`config.mk`:
```
export PLATFORM = sky130hd
export DESIGN_NAME = seven_seg_scan
export DESIGN_NICKNAME = d
export VERILOG_FILES = /design/src/rtl/seven_seg_pkg.sv /design/src/rtl/scan_prescaler.sv /design/src/rtl/seven_seg_scan.sv
export SDC_FILE = /design/constraint.sdc
export NUM_CORES = 1
export LEC_CHECK = 0
export ABC_AREA = 0
export BUFFER_PORTS_ARGS = -buffer_cell sky130_fd_sc_hd__buf_2
export CAP_MARGIN = 10
export CORE_MARGIN = 1.5
export CORE_UTILIZATION = 51
export DETAILED_ROUTE_END_ITERATION = 7
export PLACE_DENSITY = 0.76
export SLEW_MARGIN = 20
export SYNTH_ARGS = -nofsm -noshare
export SYNTH_HDL_FRONTEND = slang
export SYNTH_HIERARCHICAL = 1
export SYNTH_SLANG_ARGS = --single-unit
```
`constraint.sdc`:
```
create_clock -name clk -period 1.95 [get_ports clk]
set_input_delay 0.39 -clock clk [delete_from_list [all_inputs] [get_ports clk]]
set_output_delay 0.39 -clock clk [all_outputs]
set_load 0.02 [all_outputs]
```
`src/rtl/seven_seg_pkg.sv`:
```
// Shared types and constants for the 7-segment digit scanner.
package seven_seg_pkg;
   localparam int NUM_DIGITS_DEF = 6;
   localparam int DIG_IDX_W      = $clog2(NUM_DIGITS_DEF);

   typedef logic [DIG_IDX_W-1:0] dig_idx_t;
   typedef logic [3:0]           bcd_t;

   localparam logic [NUM_DIGITS_DEF-1:0] DIG_OFF_N = '1;
endpackage

```
`src/rtl/scan_prescaler.sv`:
```
// Slot-rate divider: div_cnt runs 0..SCAN_DIV-1 while en is high.
module scan_prescaler #(
   parameter int SCAN_DIV = 50000,
   parameter int DW       = $clog2(SCAN_DIV)
) (
   input  logic          clk,
   input  logic          rst_n,
   input  logic          en,
   output logic [DW-1:0] div_cnt,
   output logic          slot_end
);
   assign slot_end = en && (div_cnt == DW'(SCAN_DIV - 1));

   always_ff @(posedge clk or negedge rst_n) begin
      if (!rst_n)        div_cnt <= '0;
      else if (slot_end) div_cnt <= '0;
      else if (en)       div_cnt <= div_cnt + 1'b1;
   end
endmodule

```
`src/rtl/seven_seg_scan.sv`:
```
// Time-multiplexed BCD digit scanner feeding a 7-segment decoder.
// Optional: define LEADING_ZERO_BLANK_EN to blank a leading zero digit.
module seven_seg_scan
   import seven_seg_pkg::*;
#(
   parameter int NUM_DIGITS   = NUM_DIGITS_DEF,
   parameter int SCAN_DIV     = 50000,
   parameter int BLANK_CYCLES = 4
) (
   input  logic                    clk,
   input  logic                    rst_n,
   input  logic                    en,
   input  logic [4*NUM_DIGITS-1:0] digits_bcd,
   input  logic [NUM_DIGITS-1:0]   dp_in,
   output logic [3:0]              val,
   output logic [NUM_DIGITS-1:0]   dig_sel_n,
   output logic                    dp_n,
   output logic                    frame_start
);
   localparam int DW = (SCAN_DIV > 1) ? $clog2(SCAN_DIV) : 1;
   localparam int IW = (NUM_DIGITS > 1) ? $clog2(NUM_DIGITS) : 1;
   localparam logic [NUM_DIGITS-1:0] OFF_N = '1;

   logic [DW-1:0]             div_cnt;
   logic                      slot_end;
   logic [IW-1:0]             idx;
   logic [4*NUM_DIGITS-1:0]   snapshot;
   logic [NUM_DIGITS-1:0]     dp_snap;
   logic                      snap_now;
   logic [4*NUM_DIGITS-1:0]   snap_eff;
   logic [NUM_DIGITS-1:0]     dp_eff;
   bcd_t                      cur_val;
   logic                      dig_on;

   scan_prescaler #(.SCAN_DIV(SCAN_DIV), .DW(DW)) u_pre (
      .clk      (clk),
      .rst_n    (rst_n),
      .en       (en),
      .div_cnt  (div_cnt),
      .slot_end (slot_end)
   );

   assign snap_now = en && (div_cnt == '0) && (idx == '0);

   // Forward the incoming word on the load cycle so slot 0 of a new frame
   // never shows a stale digit from the previous frame.
   assign snap_eff = snap_now ? digits_bcd : snapshot;
   assign dp_eff   = snap_now ? dp_in      : dp_snap;
   assign cur_val  = snap_eff[4*int'(idx) +: 4];

   always_comb begin
      dig_on = (int'(div_cnt) >= BLANK_CYCLES);
`ifdef LEADING_ZERO_BLANK_EN
      if (int'(idx) == NUM_DIGITS - 1 && snap_eff[4*NUM_DIGITS-1 -: 4] == 4'd0)
         dig_on = 1'b0;
`endif
   end

   always_ff @(posedge clk or negedge rst_n) begin
      if (!rst_n) begin
         idx         <= '0;
         snapshot    <= '0;
         dp_snap     <= '0;
         val         <= '0;
         dig_sel_n   <= OFF_N;
         dp_n        <= 1'b1;
         frame_start <= 1'b0;
      end else begin
         frame_start <= snap_now;
         if (snap_now) begin
            snapshot <= digits_bcd;
            dp_snap  <= dp_in;
         end
         if (slot_end)
            idx <= (int'(idx) == NUM_DIGITS - 1) ? '0 : idx + 1'b1;
         if (en) begin
            val       <= cur_val;
            dig_sel_n <= dig_on ? ~(NUM_DIGITS'(1) << idx) : OFF_N;
            dp_n      <= dig_on ? ~dp_eff[idx] : 1'b1;
         end else begin
            dig_sel_n <= OFF_N;
            dp_n      <= 1'b1;
         end
      end
   end
endmodule

```
==> metrics, run 1 <==
Crit Path Max Fanout 15; internal power 0.00208 W; sequential share of power around 50%; Die Width 78.7 um; Synth area leaders dfrtp_1 46%, dfstp_2 6.3%, mux2_4 6.2%; skew final between 0.005 and 0.006 ns; pre-CTS setup slack -0.0651 ns; reg2reg start u_pre/div_cnt[8]; H-tree depth 3; CP startpoint kind flip-flop; Nets 366; initial cell density of the core 53.0%; Site Rows 27; Tmin final about 1.9 ns; cell accounting for the most synthesized area dfrtp_1; required time of the worst setup path around 2.2 ns; family with the most delay on the worst path simple AND/OR/NAND/NOR gates; WP data arrival ~2.1 ns; worst path cell trace nor4_2 -> nand4_1 -> or2_4 -> buf_12 -> buf_4 -> mux2_4; Power Total around 0.0029 W; WS Path Type reg2reg; Max Clk Rate between 0.5 and 0.6 GHz; number of diodes 0; Comb power frac 16.2%; pwr dens 787 nW/um2; sequential area share after synthesis between 50% and 60%; Synthesis Warnings 6; CTS sink cnt 61; sw frac a little over a quarter; Peak supply drop between 0.0005 and 0.0006 V; Synth Register Bits 61; Syn Inst Count roughly 260; total routed wirelength approximately 6300 um; PortBufs 44; Hold Fails Final Rpt 0; unrepaired setup endpoints after global routing yes; proportion of layout cells with a drive suffix above 1 about two fifths; worst-skew pair later-pin latency around 0.33 ns; post-route cell area about 3600 um2; CP max stage delay 0.40 ns; Leak approximately 1.8 nW; CTS tree yes; syn_area_per_cell approximately 11 um2; global route total overflow 0; drt initial violations between 150 and 200; largest net degree at the start of global routing 62; clock tree buffer depth 2; reg2reg path depth 6; status completed; Async SR Flop Fraction 100%; clock share of power a little over a third; reg-to-reg endpoint snapshot[14]; vias in the first global route 2,262; Synth cell types 46; drt pass-1 iters 6; first-pass GRT wire length 10,500 um; slowest CP cell dfrtp_1; Final Wtd Congestion 0.817; vias about 2,200; Avg WL per Cell about 15 um; Max-Cap Viols 0; dominant synthesized flop cell dfrtp_1; Post-Syn Area 2920 um2; die span in y approximately 79 um; Ports 45; worst setup margin between 0.06 and 0.07 ns; Area Growth Syn to Fin 24.2%; DIE AREA 6190 um2; Clk pin slew, worst setup/hold paths 0.07 ns; Hold Buf Count CTS 0; Crit. End Element flip-flop; pins over their slew limit 0; Hold WS 0.0294 ns; Root Buffer clkbuf_8; placed cell areas 3370 um2; worst path bufs/invs 2; CTS Buf Count 9; area of the core roughly 5500 um2; Psw approximately 0.00078 W; initial antenna violation count 0; vias per cell approximately 5.5; post-DP HPWL roughly 4300 um; GRT Util Overall about 23%; Slew HR ~70%; EDFF count, synth 0; Hold Crit Class in2async; Final period util between 90% and 100%; Synth top area share a little under half; syn nets roughly 290; Worst R2R Setup Slack between 0.06 and 0.07 ns; final antenna-violating net count 0; Slew @ Worst Pin approximately 0.44 ns; DRC viols 0; setup violators final 0
==> layout make-up <==
type	instances	area, um2
Clock buffer	12	155
Clock inverter	4	22.5
Fill cell	420	1880
Inverter	10	40.0
Multi-Input combinational cell	174	1310
Sequential cell	61	1540
Tap cell	72	90.1
Timing Repair Buffer	75	478
==> worst reg2reg max path, stage by stage (launching register included) <==
cell     delay [ns]
dfrtp_1        0.40
nor4_2         0.29
nand4_1        0.18
or2_4          0.31
buf_12         0.15
buf_4          0.14
mux2_4         0.29
==> registers in the layout, indices dropped and copies added (netlist names) <==
name           flops
dig_sel_n          6
dp_n               1
dp_snap            6
frame_start        1
idx                3
snapshot          24
u_pre/div_cnt     16
val                4
==> stage by stage <==
step                TNS (ns)  utilization, %  cells
global placement      -0.312            61.1    385
global route         -0.0773            65.8    408
finish                     0            65.8    408
CTS                        0            64.7    401
floorplan                  0               -    256
detailed placement    -0.677            61.1    385
==> cells by family after synthesis <==
kind of cell             count (synthesis)  share of synthesized area (%)
multiplexers                            28                           12.1
XOR/XNOR                                15                           4.50
AO/OA/AOI/OAI                           48                           11.1
AND/OR/NAND/NOR                         81                           15.2
adder cells (fa/ha/maj)                  2                          0.857
buffers and inverters                   21                           3.64
flip-flops                              61                           52.6
==> cells in the mapped netlist (4+ instances only) <==
cell	instances
a211oi_1	4
clkbuf_1	6
dfrtp_1	54
dfstp_2	7
inv_1	9
mux2_2	11
mux2_4	12
mux2i_1	5
nand2_1	19
nand3_1	6
nand4_1	7
nor2_1	16
nor4_1	7
o211ai_1	5
o21ai_0	20
or2_2	4
xnor2_1	11
xor2_1	4
==> worst max path at each step <==
stage / start / end / slack, ns / depth (start not counted)
3_3_place_gp: u_pre/div_cnt[11] / snapshot[21] / -0.03 / 5
4_1_cts: u_pre/div_cnt[14] / val[2] / 0.03 / 6
2_1_floorplan: u_pre/div_cnt[7] / idx[1] / 0.07 / 4
5_1_grt: u_pre/div_cnt[8] / val[1] / -0.03 / 6
6_report: u_pre/div_cnt[8] / snapshot[14] / 0.07 / 6
3_5_place_dp: u_pre/div_cnt[11] / dp_snap[2] / -0.07 / 5
==> timing repair <==
item,CTS,global route
gates resized for setup,4,3
setup endpoints to repair,14,15
setup buffers,0,7
pin swaps,0,3
==> cells in the final DEF (no fill, tap or decap), types with 4 or more instances in the layout <==
cell type | synthesis | routed
xnor2_1 | 11 | 11
mux2_4 | 12 | 12
nand3_1 | 6 | 6
xor2_1 | 4 | 4
mux2i_1 | 5 | 5
a211oi_1 | 4 | 4
dfrtp_1 | 54 | 54
clkbuf_8 | 0 | 11
buf_2 | 1 | 44
mux2_2 | 11 | 11
nor2_1 | 16 | 16
o211ai_1 | 5 | 5
nand2_1 | 19 | 19
buf_4 | 1 | 29
or2_2 | 4 | 4
dfstp_2 | 7 | 7
nand4_1 | 7 | 7
inv_1 | 9 | 9
o21ai_0 | 20 | 19
nor4_1 | 7 | 4
==> power groups by stage <==
| stage | clock, W | sequential, W | combinational (W) |
|---|---|---|---|
| 2_1_floorplan | 0 | 0.00144 | 0.000196 |
| 3_3_place_gp | 0 | 0.00140 | 0.000438 |
| 3_5_place_dp | 0 | 0.00140 | 0.000450 |
| 4_1_cts | 0.00103 | 0.00139 | 0.000461 |
| 5_1_grt | 0.00110 | 0.00140 | 0.000515 |
| 6_report | 0.000996 | 0.00140 | 0.000464 |
==> routing by layer <==
layer / wire length, um / share of wire, % / vias to the layer above / GRT usage [%]
met1: 2830 / 45 / 1095 / 28.5
met5: 0 / 0 / - / 0
met4: 170 / 2.7 / 0 / 14.8
met3: 270 / 4.3 / 16 / 5.12
met2: 3040 / 48 / 67 / 34.4
li1: - / - / 1067 / -
No activity file was read; power rests on OpenSTA's default activity.
==> inputs of run 2 (changes only) <==
CORE_UTILIZATION = 50   (was 51)
PLACE_DENSITY = 0.75   (was 0.76)
SYNTH_HIERARCHICAL = unset   (was 1)
==> run 2 against run 1 <==
Against the previous run: the flow now finishes with violations (negative setup slack); non-clock buffer count up 12; fmax down 16%; flip-flop and latch count unchanged; register-to-register slack worse by 0.36 ns; global-route usage down 0.17 points.
==> metrics, run 2 <==
Comb power frac 15.7% (-0.5 points); vias 2,154 (-4.1%); wire length on met1 2860 um (+1.1%); count leader, synth nand2_1; pins over their slew limit 0 (unchanged); Synth Register Bits 61 (unchanged); drt initial violations 111 (-33%); Syn Inst Count 264 (+3.1%); initial antenna violation count 0 (unchanged); worst path bufs/invs 2 (unchanged); Post-Syn Area 2740 um2 (-6.0%); syn_area_per_cell 10.4 um2 (-8.8%); Die Width 77.1 um (-2.0%); H-tree depth 3 (unchanged); reg2reg path depth 8 (+2); max reg flops 24 (unchanged); Worst R2R Setup Slack -0.30 ns (-0.36 ns); CP max stage delay 0.42 ns (+0.02 ns); Hold Crit Class in2async; initial cell density of the core 52.7% (-0.29 points); Final Wtd Congestion 0.846 (+3.6%); Area Growth Syn to Fin 30.1%; Leak 1.82 nW (+0.42%); die span in y 77.1 um (-2.0%); final antenna-violating net count 0 (unchanged); setup violators final 5 (+5); Max-Cap Viols 0 (unchanged); Synthesis Warnings 0 (-6); Peak supply drop 0.000418 V (-26%); uppermost routed layer met4; failing checks negative setup slack; Power Total 0.00295 W (+3.3%); Tmin final 2.25 ns (+0.362 ns); status finished, violations left; routed wl met3 320 um (+19%); sw frac 26.5% (-0.72 points); reg-to-reg endpoint dp_n; Slew @ Worst Pin 0.394 ns (-0.0483 ns); Hold Fails Final Rpt 0 (unchanged); Slew HR 73.6% (+3.4 points); internal power 0.00217 W (+4.3%); first-pass GRT wire length 9990 um (-4.4%); sequential area share after synthesis 56.0% (+3.4 points); Crit Path Max Fanout 7 (-8); cell accounting for the most synthesized area dfrtp_1; post-layout util 68.6% (+2.7 points); worst path cell trace nor4_4 -> nand4_2 -> or2_4 -> inv_6 -> buf_4 -> mux2_4 -> or3_1 -> o2111ai_2; CP startpoint kind flip-flop; number of diodes 0 (unchanged); GRT Util Overall 22.3% (-0.17 points); syn nets 300 (+3.1%); register name with the most flops snapshot; DP Cell Count 407 (+5.7%); worst setup margin -0.295 ns (-0.362 ns); Final period util 115% (+19 points); required time of the worst setup path 2.21 ns (+0.04 ns); Nets 386 (+5.5%); skew final 0.00961 ns (+0.00402 ns); vias per cell 5.07 (-7.9%); met2 WL 2660 um (-13%); Psw 0.000782 W (+0.61%); WP data arrival 2.51 ns (+0.41 ns); global route total overflow 0 (unchanged); Synth area leaders dfrtp_1 49%, nand2_1 8.9%, dfstp_2 6.7%; largest net degree at the start of global routing 62 (unchanged); vias in the first global route 2,078 (-8.1%); DIE AREA 5940 um2 (-4.0%); CTS sink cnt 61 (unchanged); pwr dens 827 nW/um2 (+5.0%); worst-skew pair later-pin latency 0.34 ns (about the same); Hold Buf Count CTS 0 (unchanged); most frequent cells in the layout 65 x nand2_1, 54 x dfrtp_1, 44 x buf_2, 41 x buf_4; dominant synthesized flop cell dfrtp_1; clock share of power 37.5% (+2.6 points); clock tree buffer depth 2 (unchanged); synth cell count leaders 65 x nand2_1, 54 x dfrtp_1, 12 x nor2_1; family with the most delay on the worst path simple AND/OR/NAND/NOR gates; Root Buffer clkbuf_8; most common cell after layout, fill and taps aside nand2_1; proportion of layout cells with a drive suffix above 1 37.5% (-4.2 points); Synth top area share 49.2% (+3.0 points); EDFF count, synth 0 (unchanged); Max Clk Rate 0.445 GHz (-16%); reg2reg start u_pre.div_cnt[13]; total routed wirelength 5960 um (-5.6%); Site Rows 26 (-3.7%); Avg WL per Cell 14.0 um (-9.4%); Largest regs snapshot: 24 flops, u_pre.div_cnt: 16 flops; Crit. End Element flip-flop; Clk pin slew, worst setup/hold paths 0.07 ns (about the same); Non-Filler Instances 425 (+4.2%); sequential share of power 46.8% (-2.1 points); drt pass-1 iters 4 (-2); area of the core 5200 um2 (-5.5%); slowest CP cell dfrtp_1; Synth cell types 38 (-17%); WS Path Type reg2reg; CTS Buf Count 9 (unchanged); PortBufs 44 (unchanged); Ports 45 (unchanged); CTS tree yes; unrepaired setup endpoints after global routing yes; DRC viols 0 (unchanged); Async SR Flop Fraction 100% (unchanged); post-DP HPWL 4230 um (-1.3%)
==> run 2: changes by cell type in the layout (fill, tap and decap cells not counted), moves of 4 or more <==
cell / before / now
nor4_1: 4 / 0
a31oi_1: 1 / 5
and3_1: 0 / 5
a211oi_1: 4 / 0
o211ai_1: 5 / 0
buf_4: 29 / 41
nand2_1: 19 / 65
o21ai_0: 19 / 11
mux2i_1: 5 / 1
nor2_1: 16 / 11
o32a_1: 0 / 4
or2_2: 4 / 0
mux2_2: 11 / 1
o21a_1: 0 / 4
==> run 2: repair_timing <==
item                                    CTS  global route
gates cloned                              0             0
setup buffers                             1             1
endpoints found under the setup margin    5             8
pin swaps                                 4             3
resized for setup                         3             1
==> run 2: worst max path at each step <==
stage              to  depth (start not counted)               from  slack, ns
2_1_floorplan  val[0]                          8  u_pre.div_cnt[13]      -0.31
3_3_place_gp   val[1]                          7  u_pre.div_cnt[13]      -0.26
3_5_place_dp   val[2]                          7  u_pre.div_cnt[13]      -0.35
4_1_cts          dp_n                          8  u_pre.div_cnt[11]      -0.30
5_1_grt          dp_n                          8  u_pre.div_cnt[13]      -0.38
6_report         dp_n                          8  u_pre.div_cnt[13]      -0.30
==> run 2: area by class of cell <==
| class | count | area (um2) |
|---|---|---|
| clock buffers | 9 | 124 |
| clock inverters | 7 | 76.3 |
| fillers | 397 | 1640 |
| inverters | 10 | 42.5 |
| multi-input cells | 181 | 1140 |
| flip-flops and latches | 61 | 1540 |
| well taps | 70 | 87.6 |
| repair buffers | 87 | 559 |
==> run 2: kinds of logic (layout without fill, tap and decap cells) <==
| group | Yosys count | after routing | share of synthesized area, % |
|---|---|---|---|
| AND/OR/NAND/NOR | 113 | 113 | 19.2 |
| flip-flops | 61 | 61 | 56.0 |
| AO/OA/AOI/OAI | 38 | 38 | 9.35 |
| buffers and inverters | 22 | 113 | 3.92 |
| XOR/XNOR | 15 | 15 | 4.79 |
| multiplexers | 12 | 12 | 5.43 |
| adder cells (fa/ha/maj) | 3 | 3 | 1.37 |
==> run 2: power by group through the flow <==
stage,Clock [W],Combinational [W],Sequential (W)
6_report,0.00111,0.000462,0.00138
5_1_grt,0.00118,0.000509,0.00139
4_1_cts,0.00113,0.000460,0.00138
3_5_place_dp,0,0.000457,0.00140
3_3_place_gp,0,0.000444,0.00140
2_1_floorplan,0,0.000161,0.00145
==> run 2: routing by layer <==
layer	global-route usage, %	vias up
met2	33.2	57
met5	0	-
met4	12.0	0
met3	3.93	11
li1	-	1069
met1	31.2	1017
==> run 2: metrics by stage <==
stage	TNS, ns	instance area [um2]	hold WS [ns]	worst slack (ns)
2_1_floorplan	-1.50	2770	0.0944	-0.310
3_3_place_gp	-1.30	3330	0.417	-0.265
3_5_place_dp	-1.66	3330	0.419	-0.346
4_1_cts	-1.48	3550	0.0428	-0.304
5_1_grt	-1.84	3570	0.0779	-0.377
6_report	-1.40	3570	0.0513	-0.295
